**src/rtl/cic_pkg.sv**
```systemverilog
// Shared CIC constants and helpers, common to the interpolator and decimator.
package cic_pkg;

    localparam int CIC_WIDTH    = 41;
    localparam int CIC_ORDER    = 5;
    localparam int CIC_SAMPLE_W = 8;
    localparam int CIC_RATIO_W  = 16;
    localparam int CIC_SHIFT_W  = 6;

    typedef logic signed [CIC_SAMPLE_W-1:0] cic_sample_t;

    // Ratios of 0 and 1 both mean "every cycle"; the phase counter then stays at 0.
    function automatic logic [CIC_RATIO_W-1:0] cic_ratio_eff(input logic [CIC_RATIO_W-1:0] r);
        return (r < CIC_RATIO_W'(2)) ? CIC_RATIO_W'(1) : r;
    endfunction

endpackage

```
**src/rtl/cic_sat.sv**
```systemverilog
// Arithmetic right shift of a wide CIC accumulator followed by clamping to
// the signed sample range.
module cic_sat
    import cic_pkg::*;
#(
    parameter int WIDTH = CIC_WIDTH
) (
    input  logic [WIDTH-1:0]        din,
    input  logic [CIC_SHIFT_W-1:0]  shift,
    output logic [CIC_SAMPLE_W-1:0] dout
);

    localparam logic signed [WIDTH-1:0] SAT_MAX =
        {{(WIDTH-CIC_SAMPLE_W+1){1'b0}}, {(CIC_SAMPLE_W-1){1'b1}}};
    localparam logic signed [WIDTH-1:0] SAT_MIN =
        {{(WIDTH-CIC_SAMPLE_W+1){1'b1}}, {(CIC_SAMPLE_W-1){1'b0}}};

    logic signed [WIDTH-1:0] shifted;

    always_comb begin
        shifted = $signed(din) >>> shift;
        if (shifted > SAT_MAX) begin
            dout = SAT_MAX[CIC_SAMPLE_W-1:0];
        end else if (shifted < SAT_MIN) begin
            dout = SAT_MIN[CIC_SAMPLE_W-1:0];
        end else begin
            dout = shifted[CIC_SAMPLE_W-1:0];
        end
    end

endmodule

```
**src/rtl/cic_interp.sv**
```systemverilog
// CIC interpolator: low-rate comb cascade, zero-stuffing, high-rate integrator
// cascade, then shift-and-saturate to 8 bits. One output per clk.
module cic_interp
    import cic_pkg::*;
#(
    parameter int WIDTH = CIC_WIDTH,
    parameter int ORDER = CIC_ORDER
) (
    input  logic                    clk,
    input  logic                    rst,
    input  logic [CIC_RATIO_W-1:0]  interp_ratio,
    input  logic [CIC_SHIFT_W-1:0]  out_shift,
    input  logic [CIC_SAMPLE_W-1:0] d_in,
    input  logic                    in_valid,
    output logic                    in_ready,
    output logic [CIC_SAMPLE_W-1:0] d_out,
    output logic                    out_valid,
    output logic                    underrun
);

    logic [CIC_RATIO_W-1:0]   phase_q, phase_d;
    logic [CIC_RATIO_W-1:0]   ratio_q, ratio_d;
    logic [CIC_RATIO_W-1:0]   r_cur, r_eff;
    logic                     consume;
    logic [CIC_SAMPLE_W-1:0]  sample;
    logic [WIDTH-1:0]         sample_ext;
    logic [WIDTH-1:0]         comb_out_q, comb_out_d;
    logic                     stuff_q, stuff_d;
    logic [WIDTH-1:0]         integ_in;
    logic [ORDER-1:0][WIDTH-1:0] integ_q, integ_d;
    logic [ORDER+1:0]         vld_pipe_q, vld_pipe_d;
    logic [CIC_SAMPLE_W-1:0]  sat_out;
    logic [CIC_SAMPLE_W-1:0]  d_out_q, d_out_d;

    // Phase 0 uses the live ratio so a new R takes effect exactly at the wrap,
    // including the very first cycle after reset.
    always_comb begin
        r_cur    = (phase_q == '0) ? interp_ratio : ratio_q;
        r_eff    = cic_ratio_eff(r_cur);
        ratio_d  = r_cur;
        phase_d  = (phase_q >= r_eff - CIC_RATIO_W'(1)) ? '0 : phase_q + CIC_RATIO_W'(1);
        in_ready = ~rst & (phase_q == '0);
        consume  = in_ready;
        underrun = in_ready & ~in_valid;
        sample   = in_valid ? d_in : '0;
        sample_ext = {{(WIDTH-CIC_SAMPLE_W){sample[CIC_SAMPLE_W-1]}}, sample};
    end

    // Each stage keeps its own delay so the chain has no self-referencing vector.
    for (genvar k = 0; k < ORDER; k++) begin : g_comb
        logic [WIDTH-1:0] x, y, dly_q, dly_d;
        if (k == 0) begin : g_in
            assign x = sample_ext;
        end else begin : g_chain
            assign x = g_comb[k-1].y;
        end
        always_comb begin
            y     = x - dly_q;
            dly_d = consume ? x : dly_q;
        end
        always_ff @(posedge clk or posedge rst) begin
            if (rst) dly_q <= '0;
            else     dly_q <= dly_d;
        end
    end

    always_comb begin
        comb_out_d = consume ? g_comb[ORDER-1].y : comb_out_q;
        stuff_d    = consume;
        integ_in   = stuff_q ? comb_out_q : '0;
        integ_d[0] = integ_q[0] + integ_in;
        for (int k = 1; k < ORDER; k++) begin
            integ_d[k] = integ_q[k] + integ_q[k-1];
        end
        // Sticky start bit rides down the pipe to line up with the first real output.
        vld_pipe_d = {vld_pipe_q[ORDER:0], vld_pipe_q[0] | consume};
        d_out_d    = sat_out;
    end

    cic_sat #(.WIDTH(WIDTH)) u_sat (
        .din   (integ_q[ORDER-1]),
        .shift (out_shift),
        .dout  (sat_out)
    );

    always_ff @(posedge clk or posedge rst) begin
        if (rst) begin
            phase_q    <= '0;
            ratio_q    <= '0;
            comb_out_q <= '0;
            stuff_q    <= 1'b0;
            integ_q    <= '0;
            vld_pipe_q <= '0;
            d_out_q    <= '0;
        end else begin
            phase_q    <= phase_d;
            ratio_q    <= ratio_d;
            comb_out_q <= comb_out_d;
            stuff_q    <= stuff_d;
            integ_q    <= integ_d;
            vld_pipe_q <= vld_pipe_d;
            d_out_q    <= d_out_d;
        end
    end

    assign d_out     = d_out_q;
    assign out_valid = vld_pipe_q[ORDER+1];

endmodule

```
**config.mk**
```make
export PLATFORM = sky130hd
export DESIGN_NAME = cic_interp
export DESIGN_NICKNAME = d
export VERILOG_FILES = /design/src/rtl/cic_pkg.sv /design/src/rtl/cic_sat.sv /design/src/rtl/cic_interp.sv
export SDC_FILE = /design/constraint.sdc
export NUM_CORES = 1
export LEC_CHECK = 0
export BUFFER_PORTS_ARGS = -buffer_cell sky130_fd_sc_hd__buf_4
export CORE_MARGIN = 2
export CORE_UTILIZATION = 38
export DETAILED_ROUTE_END_ITERATION = 10
export PLACE_DENSITY = 0.59
export SYNTH_ARGS = -nofsm -noshare
export SYNTH_HDL_FRONTEND = slang
export SYNTH_SLANG_ARGS = --single-unit
```
**constraint.sdc**
```tcl
create_clock -name clk -period 20.2 [get_ports clk]
set_input_delay 3.03 -clock clk [delete_from_list [all_inputs] [get_ports clk]]
set_output_delay 3.03 -clock clk [all_outputs]
set_load 0.02 [all_outputs]
```
==> results of run 1 <==
## synth_stat cells (50+ instances only)
library cell / number / area (µm²)
dfrtp_1: 433 / 10840
nand2_1: 389 / 1460
ha_1: 356 / 4454
o21ai_0: 333 / 1667
a21oi_1: 321 / 1607
inv_1: 250 / 938.4
nor2_1: 216 / 810.8
xnor2_1: 208 / 1822
a21o_1: 200 / 1501
xor2_1: 121 / 1060
clkbuf_1: 89 / 334.1
nand3_1: 81 / 405.4
nand2b_1: 62 / 387.9
and2_1: 61 / 381.6
o21bai_1: 50 / 375.4
## registers in the layout (all words and copies together), names as in the netlist
signal	flops
integ_q	205
g_comb.dly_q	139
comb_out_q	41
phase_q	16
ratio_q	16
d_out	8
vld_pipe_q	7
stuff_q	1
## stage by stage
step / setup slack, ps / area (µm²)
after floorplan: 3126 / 34040
after global routing: 6908 / 37280
after CTS: 7871 / 37280
after global placement: 7501 / 35430
after detailed placement: 7255 / 35430
final: 7919 / 37280
## logic make-up after synthesis
logic type,after synthesis,share of synthesized area
AO/OA/AOI/OAI,1222,0.2235
XOR/XNOR,330,0.08530
adder cells (fa/ha/maj),376,0.1426
buffers and inverters,370,0.04296
flip-flops,433,0.3183
multiplexers,106,0.04454
AND/OR/NAND/NOR,1033,0.1429
## cell type report
type / count / area share
clock inverter: 20 / 0.008859
tap: 1165 / 0.03910
sequential: 433 / 0.2906
timing repair buffer: 55 / 0.01107
inverter: 255 / 0.02607
clock buffer: 76 / 0.04084
multi-input combinational: 3067 / 0.5834
## metal layers
metal | share of wire | routed length [µm] | up-vias
li1 | - | - | 13870
met1 | 0.48 | 35190 | 12240
met2 | 0.47 | 34680 | 315
met3 | 0.023 | 1666 | 130
met4 | 0.029 | 2139 | 0
met5 | 0 | 0 | -
## worst max-delay path by stage
stage               startpoint             end  slack (ps)  depth (start not counted)
global placement      in_valid  comb_out_q[38]        7500                         48
global route          in_valid  comb_out_q[38]        6910                         47
finish                in_valid  comb_out_q[39]        7920                         46
floorplan                  rst        in_ready        3130                          6
detailed placement    in_valid  comb_out_q[38]        7250                         47
CTS                   in_valid  comb_out_q[38]        7870                         47
==> impl_metrics.tcl, run 1 <==
set metrics [dict create \
    grt_pass1_vias 26340 \
    synth_area_um2 34040 \
    placed_cells 4975 \
    path_clk_slew_ps 60 \
    ant_nets 0 \
    hold_class "reg2reg" \
    drc 0 \
    cts_max_path_buffers 3 \
    finalSetupViolCount 0 \
    syn_inst 3870 \
    crit_path_max_incr_delay_ps 550 \
    yosysSeqAreaShare 0.3183 \
    drive_gt1_frac 0.05837 \
    drt-pass1-iter-count 5 \
    whs_path_depth 0 \
    htreeDepth 2 \
    multiInputGateArea_um2 21750 \
    post-route-min-period_ps 12280 \
    fin_worst_skew_ps 61.44 \
    synth_cell_type_count 89 \
    grt_max_degree 100 \
    worst_slew_pin_slew_ps 1076 \
    finalHoldViolCount 0 \
    timing.rr.end "comb_out_q[39]" \
    hpwl_um 56290 \
    grt_use_met2 0.2826 \
    mostFrequentLayoutCell "dfrtp_1" \
    clkLatencyLatePin_ps 640 \
    yosysWarnings 0 \
    arrival_ps 12730 \
    wl_per_cell_um 14.53 \
    grt_usage 0.1624 \
    crit_buf_inv 3 \
    critPathTopFamily "compound AO/OA/AOI/OAI gates" \
    nets 4274 \
    dieArea_um2 92000 \
    syn-num-nets 4279 \
    required_ps 20650 \
    final_util 0.4206 \
    async_reset_ff_frac 1.000 \
    die_y_um 303.3 \
    core_um2 88650 \
    fin_tns_setup_ps 0 \
    grt_pass1_wl_um 126200 \
    register_area_um2 10840 \
    vias_per_cell 5.237 \
    vias 26560 \
    grt_overflow 0 \
    stdcell_count 5071 \
    yosys_register_bits 433 \
    synth_flop_cell "dfrtp_1" \
    met1_usage 0.2106 \
    worstRegToRegCells 44 \
    worstPathMaxFanout 10 \
    gp_congestion 0.9228 \
    drt-total-wl_um 73680 \
    cts.sinks 433 \
    whs_endpoint "vld_pipe_q[6]" \
    r2r_setup_slack_ps 10180 \
    ctsHoldBuffers 0 \
    initial_utilization 0.3840 \
    die_w_um 303.3 \
    layout_common_cells "433 x dfrtp_1, 389 x nand2_1, 356 x ha_1" \
    rsz0062_at_grt "no" \
    io_buffers 43 \
    whs_ps 348.3 \
    cp_slowest_cell "fa_1" \
    areaGrowthSynthToFinish_pct 9.519 \
    maxCapViolations 0 \
    cts-root-buf "clkbuf_16" \
    row_count 109 \
    grt.busiest_layer "met2" \
    min_period_over_period 0.6080 \
    syn_area_per_cell_um2 8.797 \
    pin_count 44 \
    max_freq_ghz 0.08143 \
    cts_tree "done" \
    criticalPathCategory "in2reg" \
    rr_startpoint "g_comb[0].dly_q[0]" \
    antenna_found_initial 0 \
    ctsResizeCount 0 \
    outcome "finished clean" \
    synth_edf_count 0 \
    cts_setup_buffers 0 \
    met3_usage 0.01935 \
    critPathLaunchType "input port" \
    max_slew_margin 0.2639 \
    worst_setup_path_end_kind "flop" \
    cts-buffers-inserted 53 \
    drtIter0Drc 1428 \
    min_from "vld_pipe_q[5]" \
    slew_viol_final 0 \
    antennaDiodeCount 0 \
    nFillCells 8811 \
]
Power of run 1 is left out: the tool's default activity adds up to more than one toggle a clock period on the data nets, which glitch-free logic cannot reach.
==> inputs of run 2 (changes only) <==
Clock period 20.2 ns to 12.7 ns, I/O delays scaled along.
==> run 2 against run 1 <==
  * Global-route usage increased by 0.063 points
  * Setup slack worse by 6500 ps
  * Count of clock-buffer cells in the layout did not move
  * Via count is essentially flat
  * Worst hold slack worse by 1.8 ps
  * Sequential share of layout area is essentially flat
  * Non-clock buffer count unchanged
  * Design area grew 0.14%
  * Core utilization increased by 0.059 points
==> impl_metrics.tcl, run 2 (same netlist as run 1, synthesis figures left out) <==
set metrics [dict create \
    outcome "finished clean" \
    grt_max_degree 173 \
    ctsHoldBuffers 0 \
    antenna_found_initial 0 \
    hold_class "reg2reg" \
    core_um2 88650 \
    pin_count 44 \
    wl_per_cell_um 14.61 \
    finalHoldViolCount 0 \
    largest_register_ffs 205 \
    finalSetupViolCount 0 \
    layout_common_cells "433 x dfrtp_1, 389 x nand2_1, 356 x ha_1" \
    drc 0 \
    io_buffers 43 \
    critPathLaunchType "input port" \
    grt_usage 0.1631 \
    antennaDiodeCount 0 \
    cts_tree "done" \
    die_w_um 303.3 \
    htreeDepth 2 \
    maxCapViolations 0 \
    dieArea_um2 92000 \
    register_area_um2 10840 \
    worstPathMaxFanout 10 \
    drive_gt1_frac 0.06028 \
    criticalPathCategory "in2reg" \
    grt_pass1_wl_um 126200 \
    max_freq_ghz 0.08902 \
    worst_setup_path_end_kind "flop" \
    path_clk_slew_ps 60 \
    drt-total-wl_um 74210 \
    ctsResizeCount 0 \
    drt-pass1-iter-count 7 \
    cts_setup_buffers 0 \
    crit_buf_inv 3 \
    cts-buffers-inserted 57 \
    critPathTopFamily "compound AO/OA/AOI/OAI gates" \
    cpMostUsedCell "o21ai_0" \
    grt_pass1_vias 26270 \
    fin_tns_setup_ps 0 \
    post-route-min-period_ps 11230 \
    clkLatencyLatePin_ps 660 \
    required_ps 13170 \
    initial_utilization 0.3840 \
    cp_slowest_cell "o21bai_1" \
    nFillCells 8865 \
    top_register "integ_q" \
    min_period_over_period 0.8845 \
    vias 26580 \
    mostFrequentLayoutCell "dfrtp_1" \
    arrival_ps 11700 \
    die_y_um 303.3 \
    rsz0062_at_grt "no" \
    drtIter0Drc 1281 \
    slew_viol_final 0 \
    fin_worst_skew_ps 54.91 \
    multiInputGateArea_um2 21750 \
    ant_nets 0 \
    cts_max_path_buffers 3 \
    crit_path_max_incr_delay_ps 560 \
    row_count 109 \
    nets 4278 \
    cts.sinks 433 \
    worst_slew_pin_slew_ps 1036 \
    reg_top3 "integ_q x205, g_comb.dly_q x139, comb_out_q x41" \
    grt_overflow 0 \
    gp_congestion 0.9038 \
    max_slew_margin 0.2912 \
    vias_per_cell 5.232 \
    cts-root-buf "clkbuf_16" \
    hpwl_um 57120 \
    areaGrowthSynthToFinish_pct 9.673 \
]
## run 2: cell count changes in the layout (fill, tap and decap cells not counted), moves of 2 or more
cell	before	now
clkbuf_16	53	57
clkinv_2	7	14
clkinv_8	0	2
bufinv_16	7	5
clkinvlp_4	0	5
clkbuf_8	11	6
## run 2: metrics by stage
step | worst slack (ps) | util | std cells | hold WS [ps] | cell area [µm²]
floorplan | 870.4 | - | 3870 | 331.2 | 34050
global placement | 1087 | 0.3998 | 4975 | 331.3 | 35440
detailed placement | 858.1 | 0.3998 | 4975 | 334.7 | 35440
CTS | 1505 | 0.4212 | 5080 | 348.2 | 37340
global route | 487.7 | 0.4212 | 5080 | 357.6 | 37340
finish | 1467 | 0.4212 | 5080 | 346.5 | 37340
## run 2: layer usage
metal  vias up  track usage  part of all wire
met5         -            0                 0
met2       319       0.2839              0.47
met3       140      0.02028             0.025
li1      13890            -                 -
met1     12230       0.2090              0.47
met4         0      0.05462             0.029
## run 2: layout make-up
class,instances,area share
Sequential cell,433,0.2902
Clock inverter,29,0.009081
Clock buffer,76,0.04172
Inverter,255,0.02594
Timing Repair Buffer,55,0.01139
Multi-Input combinational cell,3067,0.5826
Tap cell,1165,0.03904
## run 2: worst paths after layout
check	from	to	slack [ps]	depth (start not counted)
worst min-delay path	vld_pipe_q[2]	vld_pipe_q[3]	350	0
worst max register to register	g_comb[0].dly_q[0]	comb_out_q[39]	2590	43
max in group asynchronous	rst	integ_q[195]	8210	6
worst max-delay path	in_valid	comb_out_q[39]	1470	45
worst min register to register	vld_pipe_q[2]	vld_pipe_q[3]	350	0
min in group asynchronous	rst	comb_out_q[1]	1600	3
Power of run 2 is left out for the same reason.
